<file path="config.mk">
export PLATFORM = sky130hd
export DESIGN_NAME = vta_host_req_bridge
export DESIGN_NICKNAME = d
export VERILOG_FILES = /design/src/rtl/vta_host_req_bridge.sv
export SDC_FILE = /design/constraint.sdc
export NUM_CORES = 1
export LEC_CHECK = 0
export CAP_MARGIN = 20
export CORE_UTILIZATION = 25
export CTS_BUF_LIST = sky130_fd_sc_hd__clkbuf_16
export DETAILED_ROUTE_END_ITERATION = 7
export SLEW_MARGIN = 30
export SYNTH_ARGS = -nofsm -noshare
export SYNTH_HDL_FRONTEND = slang
export SYNTH_SLANG_ARGS = --single-unit
</file>
<file path="constraint.sdc">
create_clock -name clock -period 6.6 [get_ports clock]
set_input_delay 1.32 -clock clock [delete_from_list [all_inputs] [get_ports clock]]
set_output_delay 1.32 -clock clock [all_outputs]
set_load 0.02 [all_outputs]
</file>
<file path="src/rtl/vta_host_req_bridge.sv">
`default_nettype none
// +---------------------------------------------------------------------------+
// | vta_host_req_bridge: host register-request FIFO with read credits,        |
// | response timeout and free-running cycle counter.        Rev 1.0           |
// +---------------------------------------------------------------------------+
module vta_host_req_bridge #(
  parameter int ADDR_BITS      = 8,
  parameter int DATA_BITS      = 32,
  parameter int DEPTH          = 4,
  parameter int MAX_RD         = 2,
  parameter int TIMEOUT_CYCLES = 1024
) (
  input  logic                 clock,
  input  logic                 reset,
  input  logic                 host_req_valid,
  output logic                 host_req_ready,
  input  logic                 host_req_opcode,
  input  logic [ADDR_BITS-1:0] host_req_addr,
  input  logic [DATA_BITS-1:0] host_req_value,
  output logic                 dpi_req_valid,
  output logic                 dpi_req_opcode,
  output logic [ADDR_BITS-1:0] dpi_req_addr,
  output logic [DATA_BITS-1:0] dpi_req_value,
  input  logic                 dpi_req_deq,
  input  logic                 dpi_resp_valid,
  input  logic [DATA_BITS-1:0] dpi_resp_bits,
  output logic                 host_resp_valid,
  output logic [DATA_BITS-1:0] host_resp_bits,
  output logic                 host_resp_err,
  output logic                 busy,
  output logic [63:0]          cycles
);

  localparam int PTR_BITS   = (DEPTH > 1) ? $clog2(DEPTH) : 1;
  localparam int CNT_BITS   = PTR_BITS + 1;
  localparam int RD_BITS    = $clog2(MAX_RD + 1);
  localparam int TMR_BITS   = (TIMEOUT_CYCLES > 1) ? $clog2(TIMEOUT_CYCLES) : 1;
  localparam int ENTRY_BITS = 1 + ADDR_BITS + DATA_BITS;

  localparam logic [CNT_BITS-1:0] DEPTH_C  = CNT_BITS'(DEPTH);
  localparam logic [RD_BITS-1:0]  MAX_RD_C = RD_BITS'(MAX_RD);
  localparam logic [TMR_BITS-1:0] TMR_LAST = TMR_BITS'(TIMEOUT_CYCLES - 1);

  typedef enum logic [1:0] {
    IDLE    = 2'd0,
    ACTIVE  = 2'd1,
    WAIT_RD = 2'd2,
    TIMEOUT = 2'd3
  } state_t;

  state_t state, state_next;

  logic [ENTRY_BITS-1:0] mem [DEPTH];
  logic [ENTRY_BITS-1:0] head;
  logic [PTR_BITS-1:0]   wr_ptr;
  logic [PTR_BITS-1:0]   rd_ptr;
  logic [CNT_BITS-1:0]   count;
  logic [RD_BITS-1:0]    rd_pending;
  logic [TMR_BITS-1:0]   timer;

  logic full;
  logic empty;
  logic push;
  logic pop;
  logic head_is_read;
  logic credit_exhausted;
  logic rd_inc;
  logic rd_dec;
  logic resp_accept;
  logic timeout_hit;

  assign full  = (count == DEPTH_C);
  assign empty = (count == '0);
  assign head  = mem[rd_ptr];

  assign head_is_read     = ~head[ENTRY_BITS-1];
  assign credit_exhausted = (rd_pending == MAX_RD_C);

  assign host_req_ready = ~full;
  assign push           = host_req_valid & ~full;

  // A read at the head stalls while all read credits are in use.
  assign dpi_req_valid = ~empty & ~(head_is_read & credit_exhausted);
  assign pop           = dpi_req_valid & dpi_req_deq;

  // Head fields are masked while empty so outputs stay defined after reset.
  assign dpi_req_opcode = empty ? 1'b0 : head[ENTRY_BITS-1];
  assign dpi_req_addr   = empty ? '0 : head[ENTRY_BITS-2 -: ADDR_BITS];
  assign dpi_req_value  = empty ? '0 : head[DATA_BITS-1:0];

  assign resp_accept = dpi_resp_valid & (rd_pending != '0);
  assign timeout_hit = (rd_pending != '0) & (timer == TMR_LAST) & ~resp_accept;

  assign rd_inc = pop & head_is_read;
  assign rd_dec = resp_accept | timeout_hit;

  assign busy = ~empty | (rd_pending != '0);

  always_ff @(posedge clock) begin
    if (push) begin
      mem[wr_ptr] <= {host_req_opcode, host_req_addr, host_req_value};
    end
  end

  always_ff @(posedge clock) begin
    if (!reset) begin
      wr_ptr <= '0;
      rd_ptr <= '0;
      count  <= '0;
    end else begin
      if (push) begin
        wr_ptr <= wr_ptr + 1'b1;
      end
      if (pop) begin
        rd_ptr <= rd_ptr + 1'b1;
      end
      case ({push, pop})
        2'b10:   count <= count + 1'b1;
        2'b01:   count <= count - 1'b1;
        default: count <= count;
      endcase
    end
  end

  always_ff @(posedge clock) begin
    if (!reset) begin
      rd_pending <= '0;
      timer      <= '0;
    end else begin
      rd_pending <= rd_pending + RD_BITS'(rd_inc) - RD_BITS'(rd_dec);
      if ((rd_pending == '0) || resp_accept || timeout_hit) begin
        timer <= '0;
      end else begin
        timer <= timer + 1'b1;
      end
    end
  end

  // Real responses and timeout retirements share one registered response port.
  always_ff @(posedge clock) begin
    if (!reset) begin
      host_resp_valid <= 1'b0;
      host_resp_bits  <= '0;
      host_resp_err   <= 1'b0;
    end else begin
      host_resp_valid <= resp_accept | timeout_hit;
      host_resp_bits  <= resp_accept ? dpi_resp_bits : '0;
      host_resp_err   <= timeout_hit;
    end
  end

  always_ff @(posedge clock) begin
    if (!reset) begin
      cycles <= 64'd0;
    end else begin
      cycles <= cycles + 64'd1;
    end
  end

  always_ff @(posedge clock) begin
    if (!reset) begin
      state <= IDLE;
    end else begin
      state <= state_next;
    end
  end

  always_comb begin
    state_next = state;
    if (timeout_hit) begin
      state_next = TIMEOUT;
    end else begin
      case (state)
        IDLE: begin
          if (!empty) begin
            state_next = ACTIVE;
          end
        end
        ACTIVE: begin
          if (empty && (rd_pending != '0)) begin
            state_next = WAIT_RD;
          end else if (empty) begin
            state_next = IDLE;
          end
        end
        WAIT_RD: begin
          if (!empty) begin
            state_next = ACTIVE;
          end else if (rd_pending == '0) begin
            state_next = IDLE;
          end
        end
        TIMEOUT: begin
          if (!empty) begin
            state_next = ACTIVE;
          end else if (rd_pending != '0) begin
            state_next = WAIT_RD;
          end else begin
            state_next = IDLE;
          end
        end
        default: state_next = IDLE;
      endcase
    end
  end

endmodule

`default_nettype wire

</file>
# Word-level counts from Yosys, hierarchy flattened
# Memories as Yosys holds them, arrays and structs flattened. A register that Yosys moved wholly into a read port is not among the register bits.
# Index checks and enable logic that the tools add are counted.
[op_classes]
n_mux = 8
multipliers = 0
n_bitwise = 16
n_eq_ne = 5
reduce_logical = 8
n_div = 0
magnitude_cmp = 0
shifts = 0
n_addsub = 8
[ops]
columns = ["cell", "n"]
rows = [
  ["$add 64x1->64 const B", 1],
  ["$mux 32", 1],
  ["$add 10x1->10 const B", 1],
  ["$eq 10x10->1 const B", 1],
  ["$and 1x1->1", 8],
  ["$mux 8", 1],
  ["$not 1->1", 6],
  ["$pmux 3 s2", 1],
  ["$add 2x1->2 const B", 2],
  ["$eq 2x2->1 const B", 2],
  ["$mux 2", 2],
  ["$reduce_bool 2->1", 2],
  ["$add 3x1->3 const B", 1],
  ["$eq 3x3->1 const B", 1],
  ["$logic_not 3->1", 1],
  ["$mux 1", 3],
  ["$sub 3x1->3 const B", 1],
  ["$add 2x1->2", 1],
  ["$eq 2x1->1 const B", 1],
  ["$logic_not 2->1", 1],
  ["$logic_or 1x1->1", 2],
  ["$or 1x1->1", 2],
  ["$reduce_and 2->1", 1],
  ["$reduce_or 2->1", 1],
  ["$sub 2x1->2", 1],
]
[word_totals]
register_bits = 117
latchBits = 0
mem_bits_ro = 0
mem_count = 1
mem_bits_rw = 164
[memory_table]
columns = ["name", "words", "width", "read_ports", "rd_clocked_by_memory_dff", "write_ports", "line", "text"]
rows = [
  ["mem", 4, 41, 1, 1, 1, "53", "logic [ENTRY_BITS-1:0] mem [DEPTH];"],
]

# Logic depth before layout (Yosys ltp)
[logic_depth]
word_depth = 8
ltp_mapped = 10
depth_no_buf = 10

# Least setup slack after synthesis
# No wires, ideal clock.
[synth_timing]
kind = "register -> output"
startpoint = "register (tool-made name)"
endpoint = "output dpi_req_addr[0]"
stages_incl_launch_ff = 5
path_buffers = 2
arrival_time_ns = 1.794
t_required_ns = 5.280
setup_slack_ns = 3.486
cell_sequence = "dfxtp_1 clkbuf_1 buf_1 mux4_2 and2_1"
[synth_lines]
columns = ["element", "line", "text"]
rows = [
  ["to (decl)", "22", "output logic [ADDR_BITS-1:0] dpi_req_addr,"],
]

==> impl_metrics.tcl <==
set metrics [dict create \
    min_period_ns 4.22 \
    syn-num-nets 884 \
    holdCritPathClass "flop to flop" \
    clk_latency_ns 0.52 \
    cts_tree "yes" \
    drive_gt1_share_pct 10.3 \
    synth_mux_area_share_pct 8.42 \
    design_area_um2 15000 \
    yosysMostFrequentCell "edfxtp_1" \
    die-area_um2 44700 \
    die_width_um 211 \
    fin_cells 1644 \
    ys_warn_count 0 \
    synth-simple-area-share_pct 15.3 \
    cts_num_sinks 283 \
    p_per_area_nw_per_um2 356 \
    power_leakage_nw 4.94 \
    setup_tns_ns 0 \
    antenna_cells 0 \
    power_frac_comb_pct 25.4 \
    p_int_mw 3.83 \
    synth_top_area_share_pct 44.9 \
    numCtsBuffers 35 \
    drv_cap 0 \
    p_switching_mw 1.50 \
    synth_adder_area_share_pct 1.21 \
    synth_top_area_cell "edfxtp_1" \
    rsz0062_at_grt "false" \
    ant_nets 0 \
    synth_cells 796 \
    crit_path_max_fanout 41 \
    gp_congestion 0.712 \
    endpoint_kind "output pin" \
    htree_levels 2 \
    swShare_pct 28.2 \
    grt_pass1_vias 7149 \
    synth_common_cells "edfxtp_1 (164), dfxtp_1 (119), and2_1 (81), nor2_1 (73), mux4_2 (41)" \
    drt_iter0_drc 319 \
    final.period_utilization_pct 63.9 \
    post_dp_cell_area_um2 13900 \
    finalSetupViolCount 0 \
    wl_per_cell_um 16.1 \
    grt_usage_pct 11.8 \
    cts.path.max_buffers 3 \
    io_pins 220 \
    synth_seq_area_share_pct 66.7 \
    holdBufCountCts 0 \
    clock_skew_ns 0.0172 \
    clock.fmax_mhz 237 \
    overflow 0 \
    total_power_mw 5.33 \
    fin_util_pct 34.7 \
    synth_async_sr_flop_share_pct 0 \
    slew_headroom_pct 41.4 \
    grt_pass1_wl_um 40500 \
    portBuffers 219 \
    fin_ws_ns 2.38 \
    drt-total-wl_um 26500 \
    antenna_found_initial 1 \
    arrival_ns 2.90 \
    power_frac_seq_pct 40.2 \
    whs_ns 0.480 \
    synth_top_family_by_area "simple AND/OR/NAND/NOR gates" \
    grt_max_degree 63 \
    worstHoldStart "timer[0]" \
    worstMarginPinSlew_ns 0.879 \
    hold_viol_final 0 \
    area_delta_synth_final_pct 36.6 \
    synth_area_leaders "edfxtp_1 (45%), dfxtp_1 (22%), mux4_2 (8.4%)" \
    syn_area_um2 11000 \
    critPathLaunchType "flop" \
    ctsResizeCount 0 \
    synth-compound-area-share_pct 2.99 \
    syn-mean-instance-area_um2 13.8 \
    ys_seq_elements 283 \
    start_util_pct 25.4 \
    worstSetupPathType "flop to output pin" \
    ctsRootBufferMaster "clkbuf_16" \
    dp_slack_ns 2.83 \
    vias 7129 \
    status "completed" \
    synth-edff-count 164 \
    slew_viol_final 0 \
    worstPathRequired_ns 5.28 \
    power_frac_clock_pct 34.4 \
    first_pass_iters 4 \
    final_nets 1122 \
    irDropWorstVdd_mv 0.169 \
    coreArea_um2 43200 \
    die_y_um 211 \
    num_rows 76 \
    avgViaCountPerCell 4.34 \
    clk_pin_slew_ns 0.05 \
    synth-main-ff-cell "edfxtp_1" \
    placed_cells 1582 \
    drc 0 \
    dp_hpwl_um 16900 \
    ys_types 39 \
    synth_xor_area_share_pct 3.92 \
    cts_setup_buffers 0 \
]
## power by group through the flow
stage | Clock [mW] | Sequential, mW | Combinational (mW)
2_1_floorplan | 0 | 2.12 | 0.812
3_5_place_dp | 0 | 2.19 | 1.38
6_report | 1.84 | 2.14 | 1.36
5_1_grt | 1.98 | 2.17 | 1.46
3_3_place_gp | 0 | 2.18 | 1.37
4_1_cts | 1.91 | 2.15 | 1.39
## sequential cells by signal, indices dropped and copies added, names as in the netlist, named ones only
signal,cells
count,3
cycles,64
host_resp_bits,32
host_resp_err,1
host_resp_valid,1
mem,164
rd_pending,2
rd_ptr,2
timer,10
wr_ptr,2
## routing by layer
metal  vias to the layer above  share of wire, %  track usage [%]
met5                         -             0.064                0
met4                         2               2.1             3.42
met3                        42               7.8             4.49
met2                       200                46             19.4
met1                      3478                44             14.4
li1                       3407                 -                -
## worst max-delay path: stages, from the launching register on
cell	delay (ns)
dfxtp_4	0.92
mux4_2	0.66
nor2_1	0.13
nor2_1	0.06
clkdlybuf4s50_1	0.62
## cells in the final DEF, fill, tap and decap left out, types with 4 or more instances in the layout
master             n
nand3_1           37
xnor2_1           15
nor2_1            73
and3_2             4
ha_1               9
nand4_1           26
mux4_2            41
or3_1             20
and2_1            81
a21oi_1           28
and3_1            10
buf_4             11
clkinv_2           4
edfxtp_1         164
or4_1              5
o21ai_0           22
dfxtp_1          117
o31ai_1            4
nor4_1             4
xor2_1            34
inv_1             21
clkbuf_16         37
clkdlybuf4s50_1  219
nand2_1           29
clkinv_1           9
nor3_1             7
## cells by family after synthesis
family | after synthesis
mux | 41
xor+xnor | 49
flops | 283
fa+ha+maj | 10
buf+inv | 43
simple gates | 310
compound gates | 60
## worst paths after layout
kind,endpoint,slack (ns),depth (start not counted)
min reg2reg,timer[0],0.48,1
max,dpi_req_valid,2.38,4
min,timer[0],0.48,1
max reg2reg,count[2],3.67,8
## final cells by class
| cell class | count | area (µm²) |
|---|---|---|
| Tap cell | 585 | 732 |
| Clock inverter | 25 | 181 |
| Sequential cell | 283 | 7310 |
| Fill cell | 4253 | 28200 |
| Inverter | 14 | 52.6 |
| Timing Repair Buffer | 230 | 2270 |
| Multi-Input combinational cell | 470 | 3500 |
| Clock buffer | 37 | 926 |
No activity file was read; power rests on OpenSTA's default activity.
